[src/rtl/vpipe_pkg.sv]
// vpipe_pkg: shared state encoding, lane default and forward-select codes for the vector pipe controller.
package vpipe_pkg;
  typedef enum logic {RUN, MEM} state_t;
  localparam int LANES_DEF = 16;
  localparam logic [1:0] FWD_RF = 2'b00;
  localparam logic [1:0] FWD_W  = 2'b01;
  localparam logic [1:0] FWD_M  = 2'b10;
endpackage

[src/rtl/forward_unit.sv]
// forward_unit: picks the operand source for one execute-stage register read.
module forward_unit import vpipe_pkg::*; #(
  parameter int RW = 4
) (
  input  logic [RW-1:0] ra,
  input  logic [RW-1:0] wa_m,
  input  logic [RW-1:0] wa_w,
  input  logic          reg_write_m,
  input  logic          reg_write_w,
  output logic [1:0]    fwd
);
  // M has the younger result, so it wins over W
  always_comb fwd = (reg_write_m && wa_m == ra) ? FWD_M :
                    (reg_write_w && wa_w == ra) ? FWD_W : FWD_RF;
endmodule

[src/rtl/pipe_controller.sv]
// pipe_controller: hazard/forwarding control plus lane sequencer for vector loads and stores.
module pipe_controller import vpipe_pkg::*; #(
  parameter int LANES = LANES_DEF,
  parameter int RW    = 4
) (
  input  logic                     clk,
  input  logic                     reset,
  input  logic [RW-1:0]            ra1D,
  input  logic [RW-1:0]            ra2D,
  input  logic [RW-1:0]            ra1E,
  input  logic [RW-1:0]            ra2E,
  input  logic [RW-1:0]            WA3E,
  input  logic [RW-1:0]            WA3M,
  input  logic [RW-1:0]            WA3W,
  input  logic                     RegWriteE,
  input  logic                     RegWriteM,
  input  logic                     RegWriteW,
  input  logic                     MemtoRegE,
  input  logic                     MemtoRegM,
  input  logic                     MemWriteM,
  input  logic                     mem_ack,
  output logic                     cargarF,
  output logic                     cargarD,
  output logic                     cargarE,
  output logic                     cargarM,
  output logic                     cargarW,
  output logic                     flushE,
  output logic [1:0]               ForwardAE,
  output logic [1:0]               ForwardBE,
  output logic                     mem_req,
  output logic [$clog2(LANES)-1:0] lane_idx,
  output logic                     busy
);
  localparam int LW = $clog2(LANES);
  state_t state;
  logic lu, vec, last, adv;
  forward_unit #(.RW(RW)) u_fwd_a (
    .ra(ra1E), .wa_m(WA3M), .wa_w(WA3W),
    .reg_write_m(RegWriteM), .reg_write_w(RegWriteW), .fwd(ForwardAE)
  );
  forward_unit #(.RW(RW)) u_fwd_b (
    .ra(ra2E), .wa_m(WA3M), .wa_w(WA3W),
    .reg_write_m(RegWriteM), .reg_write_w(RegWriteW), .fwd(ForwardBE)
  );
  always_comb begin
    lu   = MemtoRegE && RegWriteE && (WA3E == ra1D || WA3E == ra2D);
    vec  = MemtoRegM || MemWriteM;
    last = lane_idx == LW'(LANES - 1);
    adv  = (state == RUN) ? !vec : (mem_ack && last);
  end
  // enables are gated by reset so an asserted reset freezes the pipe without waiting for a clock
  always_comb begin
    cargarF = reset && adv && !lu;
    cargarD = reset && adv && !lu;
    cargarE = reset && adv;
    cargarM = reset && adv;
    cargarW = reset && adv;
    flushE  = reset && adv && lu;
    mem_req = state == MEM;
    busy    = state == MEM;
  end
  always_ff @(posedge clk or negedge reset) begin
    if (!reset) begin
      state    <= RUN;
      lane_idx <= '0;
    end else if (state == RUN) begin
      state    <= vec ? MEM : RUN;
      lane_idx <= '0;
    end else if (mem_ack) begin
      state    <= last ? RUN : MEM;
      lane_idx <= last ? '0 : lane_idx + 1'b1;
    end
  end
endmodule

[config.mk]
export PLATFORM = sky130hd
export DESIGN_NAME = pipe_controller
export DESIGN_NICKNAME = d
export VERILOG_FILES = /design/src/rtl/vpipe_pkg.sv /design/src/rtl/forward_unit.sv /design/src/rtl/pipe_controller.sv
export SDC_FILE = /design/constraint.sdc
export NUM_CORES = 1
export LEC_CHECK = 0
export CAP_MARGIN = 20
export CORE_MARGIN = 2
export CORE_UTILIZATION = 31
export CTS_CLUSTER_DIAMETER = 50
export DETAILED_ROUTE_END_ITERATION = 10
export GPL_ROUTABILITY_DRIVEN = 0
export GPL_TIMING_DRIVEN = 0
export PLACE_DENSITY = 0.81
export SYNTH_ARGS = -nofsm -noshare
export SYNTH_HDL_FRONTEND = slang
export SYNTH_SLANG_ARGS = --single-unit
[constraint.sdc]
create_clock -name clk -period 1.9 [get_ports clk]
set_clock_uncertainty 0.05 [all_clocks]
set_input_delay 0.38 -clock clk [delete_from_list [all_inputs] [get_ports clk]]
set_output_delay 0.38 -clock clk [all_outputs]
set_load 0.02 [all_outputs]
==> flow_summary_export.csv, run 1 <==
group,metric,value,unit
flow_run,cap_violations,0,
setup_path,r2r-end,"lane_idx[2]",
route,viasPerCell,4.65,
die,die_x,48.0,µm
cells_and_area,finalNonFillerCells,154,
setup_path,reg2reg_slack,630,ps
synthesis,synth.distinct_cells,25,
place,port_buffers,51,
global_route,grt_pass1_vias,768,
synthesis,syn_nets,105,
setup_path,cp-start-kind,"flip-flop",
cells_and_area,layout.nets,168,
cells_and_area,seq_area,126,µm²
synthesis,ys_ff_latch,5,
setup_path,crit_path_end_kind,"primary output",
route,antenna_left,0,
sta,timing.hold.ws,60.8,ps
sta,period_share,1.05,
cells_and_area,num_antenna_cells,0,
outcome,violations,"setup timing",
setup_path,cp.required,1470,ps
route,drt-initial-drc-count,9,
pwr,vdd_ir_drop_max,0.530,mV
cells_and_area,multi_input_area,522,µm²
die,start_util,0.337,
place,hpwl,1520,µm
die,die_area,2310,µm²
clocking,tritoncts,"built",
die,placementRows,15,
synthesis,seq_area_frac_synth,0.208,
route,drc,0,
clocking,cts.clk_slew.worst_paths,50,ps
setup_path,worstPathMaxFanout,3,
sta,worst_slack,-89.1,ps
setup_path,path_class,"flip-flop to primary output",
route,wirelength,2000,µm
clocking,cts_buffers,3,
sta,hold_viol_final,0,
cells_and_area,fill_cells,147,
global_route,antenna_found_initial,0,
clocking,insertion_delay,240,ps
global_route,grt-ovfl-total,0,
sta,slew-limit-headroom,0.820,
global_route,grt_max_degree,9,
place,place_inst,143,
route,dr_total_vias,716,
sta,fin_crit,1990,ps
outcome,outcome,"finished with violations",
synthesis,yosys_warnings,0,
cells_and_area,utilization,0.715,
route,routedWlPerCell,13.0,µm
synthesis,synth_area,601,µm²
route,first_pass_iters,2,
sta,fmax,0.503,GHz
cells_and_area,drive_above_1_share,0.357,
setup_path,reg2reg_depth,6,
synthesis,synth_cells,67,
min_path,min_path_type,"input pin to asynchronous set/reset pin",
clocking,cts_root_buffer,"clkbuf_4",
cells_and_area,areaGrowthSynthToFinish,112,%
die,coreArea,1780,µm²
sta,worstMarginPinSlew,267,ps
clocking,htree_num_levels,1,
sta,slew_viol_final,0,
die,fp.dieH,48.0,µm
pwr,powerDensity,788,nW/µm²
clocking,cts_buffer_depth,2,
synthesis,avgSynthCellArea,8.96,µm²
setup_path,timing.rr.start,"lane_idx[1]",
global_route,grt_pass1_wl,3080,µm
setup_path,critical_path_arrival,1560,ps
pwr,p_total,1.01,mW
clocking,clock_sinks,5,
sta,rsz0062_at_grt,"true",
global_route,grt_use_total,0.189,
pwr,power.leakage,0.597,nW
die,io_pins,53,
sta,setup_viol_count_final,5,
[critical path: stages (launching register included)]
cell and delay (ps):
dfrtp_1 380, ha_4 160, nand4_4 70, a21oi_2 180, nand2_2 110, a31oi_4 190, buf_6 120, buf_6 100
[cell type report]
| cell class | instances | area share |
|---|---|---|
| repair buffers | 58 | 0.401 |
| clock buffers | 3 | 0.0177 |
| clock inverters | 1 | 0.00393 |
| multi-input cells | 55 | 0.409 |
| flip-flops and latches | 5 | 0.0991 |
| inverters | 2 | 0.00589 |
| well taps | 25 | 0.0245 |
| plain buffers | 5 | 0.0383 |
[kinds of logic after synthesis]
family	after synthesis	share of synthesized area
AOI/OAI and AO/OA	7	0.110
xor gates and xnor gates	26	0.379
adders and majority gates	1	0.0208
buffers and inverters	7	0.0750
DFF	5	0.208
muxes	1	0.0167
and+or+nand+nor	20	0.190
[cells in the mapped netlist]
library cell	count	area (µm²)
a21oi_1	1	5.00
a21oi_2	1	8.76
a31oi_1	1	6.26
a41o_1	1	10.0
and2_1	1	6.26
and3_1	1	6.26
buf_4	5	37.5
dfrtp_1	5	125
ha_1	1	12.5
inv_1	2	7.51
mux2i_1	1	10.0
nand2_1	6	22.5
nand3_1	3	15.0
nand4_1	1	6.26
nand4_2	1	12.5
nor2_1	1	3.75
nor2b_1	1	6.26
nor3_1	2	10.0
nor3b_2	1	12.5
nor4_1	2	12.5
o211a_1	1	10.0
o21ba_2	1	10.0
o41ai_2	1	16.3
xnor2_1	12	105
xor2_1	14	123
[flip-flops by register name, indices dropped and copies added, names as in the netlist]
name,cells
busy,1
lane_idx,4
[layer usage]
metal  routed length [µm]  vias up  GRT usage  share of wire
met2                 1100       38      0.363           0.55
li1                     -      350          -              -
met4                   17        0     0.0595         0.0085
met3                  113        2     0.0528          0.056
met5                    0        -          0              0
met1                  777      326      0.196           0.39
[report_power, final]
part	leakage (nW)	internal (mW)	total, mW	switching [mW]
clock network	0.0177	0.0763	0.123	0.0470
registers	0.0584	0.155	0.224	0.0692
logic	0.521	0.369	0.658	0.289
[how the worst max path moves through the flow]
stage / startpoint / endpoint / depth (start not counted)
4_1_cts: lane_idx[1] / cargarF / 7
5_1_grt: lane_idx[1] / cargarF / 7
2_1_floorplan: lane_idx[0] / cargarF / 6
6_report: lane_idx[0] / cargarF / 7
3_5_place_dp: WA3E[0] / flushE / 5
3_3_place_gp: WA3E[2] / flushE / 5
[through the flow]
| stage | instance area, µm² | TNS, ps | setup WS, ps |
|---|---|---|---|
| 3_3_place_gp | 1160 | -6140 | -796 |
| 3_5_place_dp | 1160 | -6180 | -769 |
| 2_1_floorplan | 619 | -147 | -147 |
| 6_report | 1270 | -221 | -89.1 |
| 4_1_cts | 1210 | -256 | -99.0 |
| 5_1_grt | 1270 | -694 | -182 |
[cells in the final DEF, fill, tap and decap left out, drive strengths merged, types with 2 or more instances in the layout]
master	Yosys	layout
nand3	3	3
clkbuf	0	5
nor3	2	2
clkdlybuf4s50	0	8
dlygate4sd2	0	20
clkdlybuf4s15	0	8
nand2	6	6
xor2	14	14
nand4	2	2
dfrtp	5	5
dlymetal6s2s	0	2
a21oi	2	2
xnor2	12	12
buf	5	23
nor4	2	2
inv	2	2
[timing repair]
item	in CTS	in global routing
endpoints found under the setup margin	10	10
gates cloned	0	0
gates resized for setup	98	20
pin swaps	20	8
buffers inserted	5	2
hold buffers	0	0
Note: power is estimated with default switching activity, not from simulation.
==> run 2: changes to the inputs <==
--- a/config.mk
+++ b/config.mk
@@ -6,13 +6,14 @@
 export NUM_CORES = 1
 export LEC_CHECK = 0
 export CAP_MARGIN = 20
-export CORE_MARGIN = 2
-export CORE_UTILIZATION = 31
+export CORE_AREA = 2 2 39 41
 export CTS_CLUSTER_DIAMETER = 50
 export DETAILED_ROUTE_END_ITERATION = 10
+export DIE_AREA = 0 0 41 43
+export DONT_BUFFER_PORTS = 1
 export GPL_ROUTABILITY_DRIVEN = 0
 export GPL_TIMING_DRIVEN = 0
-export PLACE_DENSITY = 0.81
+export PLACE_DENSITY = 0.61
 export SYNTH_ARGS = -nofsm -noshare
 export SYNTH_HDL_FRONTEND = slang
 export SYNTH_SLANG_ARGS = --single-unit
==> run 2 against run 1 <==
First-iteration DRC count shrank 22%. Setup slack lost 130 ps. Global-route usage shrank 2.8 points. Critical endpoint unchanged. Final cell count shrank 40%. Largest cell class is now multi-input gates. Die area shrank 24%. The run still ends with setup timing left. Count of clock-buffer cells in the layout grew 1.
==> flow_summary_export.csv, run 2 (same netlist as run 1, synthesis figures left out) <==
group,metric,value,unit
cells_and_area,top_register,"lane_idx",
setup_path,critical_path_arrival,1690,ps
sta,setup_viol_count_final,6,
global_route,grt_use_total,0.161,
die,placementRows,14,
route,viasPerCell,5.51,
sta,fmax,0.472,GHz
sta,worst_slack,-217,ps
route,first_pass_iters,4,
pwr,power.leakage,0.322,nW
global_route,grt_pass1_wl,1930,µm
pwr,powerDensity,984,nW/µm²
cells_and_area,seq_area,129,µm²
min_path,min_path_type,"input pin to asynchronous set/reset pin",
clocking,cts.clk_slew.worst_paths,40,ps
cells_and_area,num_antenna_cells,0,
sta,slew_viol_final,0,
clocking,cts_buffers,3,
flow_run,cap_violations,0,
cells_and_area,fill_cells,126,
pwr,vdd_ir_drop_max,0.327,mV
setup_path,cp-start-kind,"flip-flop",
route,dr_total_vias,512,
clocking,tritoncts,"built",
sta,hold_viol_final,0,
die,die_x,41,µm
setup_path,worstPathMaxFanout,5,
die,fp.dieH,43,µm
setup_path,crit_path_end_kind,"primary output",
sta,fin_crit,2120,ps
outcome,violations,"setup timing",
cells_and_area,multi_input_area,503,µm²
global_route,antenna_found_initial,0,
setup_path,crit_path_end,"cargarF",
global_route,grt_max_degree,9,
setup_path,critPathLaunch,"lane_idx[0]",
place,pre_cts_slack,-261,ps
setup_path,reg2reg_depth,8,
sta,rsz0062_at_grt,"true",
clocking,cts_buffer_depth,2,
route,drt-initial-drc-count,7,
global_route,busiest_layer,"met2",
die,start_util,0.434,
global_route,use_met1,0.146,
cells_and_area,areaGrowthSynthToFinish,29.0,%
route,antenna_left,0,
place,place_inst,83,
cells_and_area,largest_reg_flops,4,
setup_path,timing.rr.start,"lane_idx[0]",
global_route,grt-ovfl-total,0,
route,routedWlPerCell,13.4,µm
global_route,grt_pass1_vias,541,
cells_and_area,layout_commonest_cell,"xor2_1",
setup_path,path_class,"flip-flop to primary output",
setup_path,cp.required,1470,ps
die,coreArea,1380,µm²
cells_and_area,drive_above_1_share,0.338,
clocking,cts_root_buffer,"clkbuf_4",
cells_and_area,layout.nets,116,
place,hpwl,968,µm
outcome,outcome,"finished with violations",
sta,fin_tns_setup,-849,ps
setup_path,r2r-end,"busy",
global_route,gr-usage-met3,0.0105,
cells_and_area,finalNonFillerCells,93,
die,die_area,1760,µm²
sta,worstMarginPinSlew,633,ps
setup_path,reg2reg_slack,360,ps
cells_and_area,layout_common_cells,"14 x xor2_1, 12 x xnor2_1, 9 x buf_4",
route,wirelength,1250,µm
clocking,clock_sinks,5,
clocking,insertion_delay,240,ps
sta,period_share,1.11,
clocking,htree_num_levels,1,
global_route,use_met2,0.297,
die,io_pins,53,
sta,slew-limit-headroom,0.575,
route,drc,0,
place,port_buffers,0,
## run 2: changes by cell type in the layout (fill, tap and decap cells not counted), moves of 2 or more
cell	previous run	this run
dlygate4sd2_1	20	0
xor2_1	12	14
nand2_2	2	0
clkdlybuf4s50_1	8	0
dlymetal6s2s_1	2	0
buf_4	12	9
buf_6	7	1
dfrtp_2	1	3
dfrtp_1	4	2
clkdlybuf4s15_1	7	0
xor2_2	2	0
clkbuf_2	2	0
buf_2	4	0
## run 2: what timing repair did
item / 4_1_cts / 5_1_grt
pin swaps: 3 / 2
setup buffers: 3 / 2
gates resized for setup: 9 / 3
endpoints found under the hold margin: 5 / 0
endpoints found under the setup margin: 6 / 7
hold buffers: 1 / 0
## run 2: worst min-delay path by stage
stage,end,slack [ps],depth (start not counted)
2_1_floorplan,busy,30,0
3_3_place_gp,lane_idx[0],30,0
3_5_place_dp,lane_idx[0],30,0
4_1_cts,lane_idx[0],380,1
5_1_grt,lane_idx[0],380,1
6_report,lane_idx[0],380,1
## run 2: stage by stage
step	power (mW)	hold slack, ps	area (µm²)	utilization
finish	0.762	380	774	0.560
global route	0.831	382	774	0.560
CTS	0.742	380	738	0.533
detailed placement	0.529	34.5	639	0.462
global placement	0.526	34.5	639	0.462
floorplan	0.492	34.4	619	-
## run 2: cell type report
type / instances / area share
plain buffers: 5 / 0.0533
clock buffers: 4 / 0.0339
inverters: 2 / 0.00969
multi-input cells: 55 / 0.649
flip-flops and latches: 5 / 0.166
well taps: 16 / 0.0258
repair buffers: 6 / 0.0614
## run 2: metal layers
metal | wire length [µm] | vias up
met5 | 0 | -
met4 | 0 | 0
met3 | 132 | 0
met2 | 725 | 32
met1 | 392 | 236
li1 | - | 244
## run 2: worst max-delay path, cell delays in order, from the launching register on
cell and delay, ps:
dfrtp_2 480, ha_4 190, nand4_4 80, a21oi_4 200, nand2_4 80, a31oi_4 240, buf_6 160
## run 2: power breakdown
part / leakage, nW / total, mW / internal, mW / switching, mW
Clock: 0.0150 / 0.124 / 0.0794 / 0.0443
Combinational: 0.250 / 0.332 / 0.194 / 0.138
Sequential: 0.0562 / 0.306 / 0.158 / 0.148
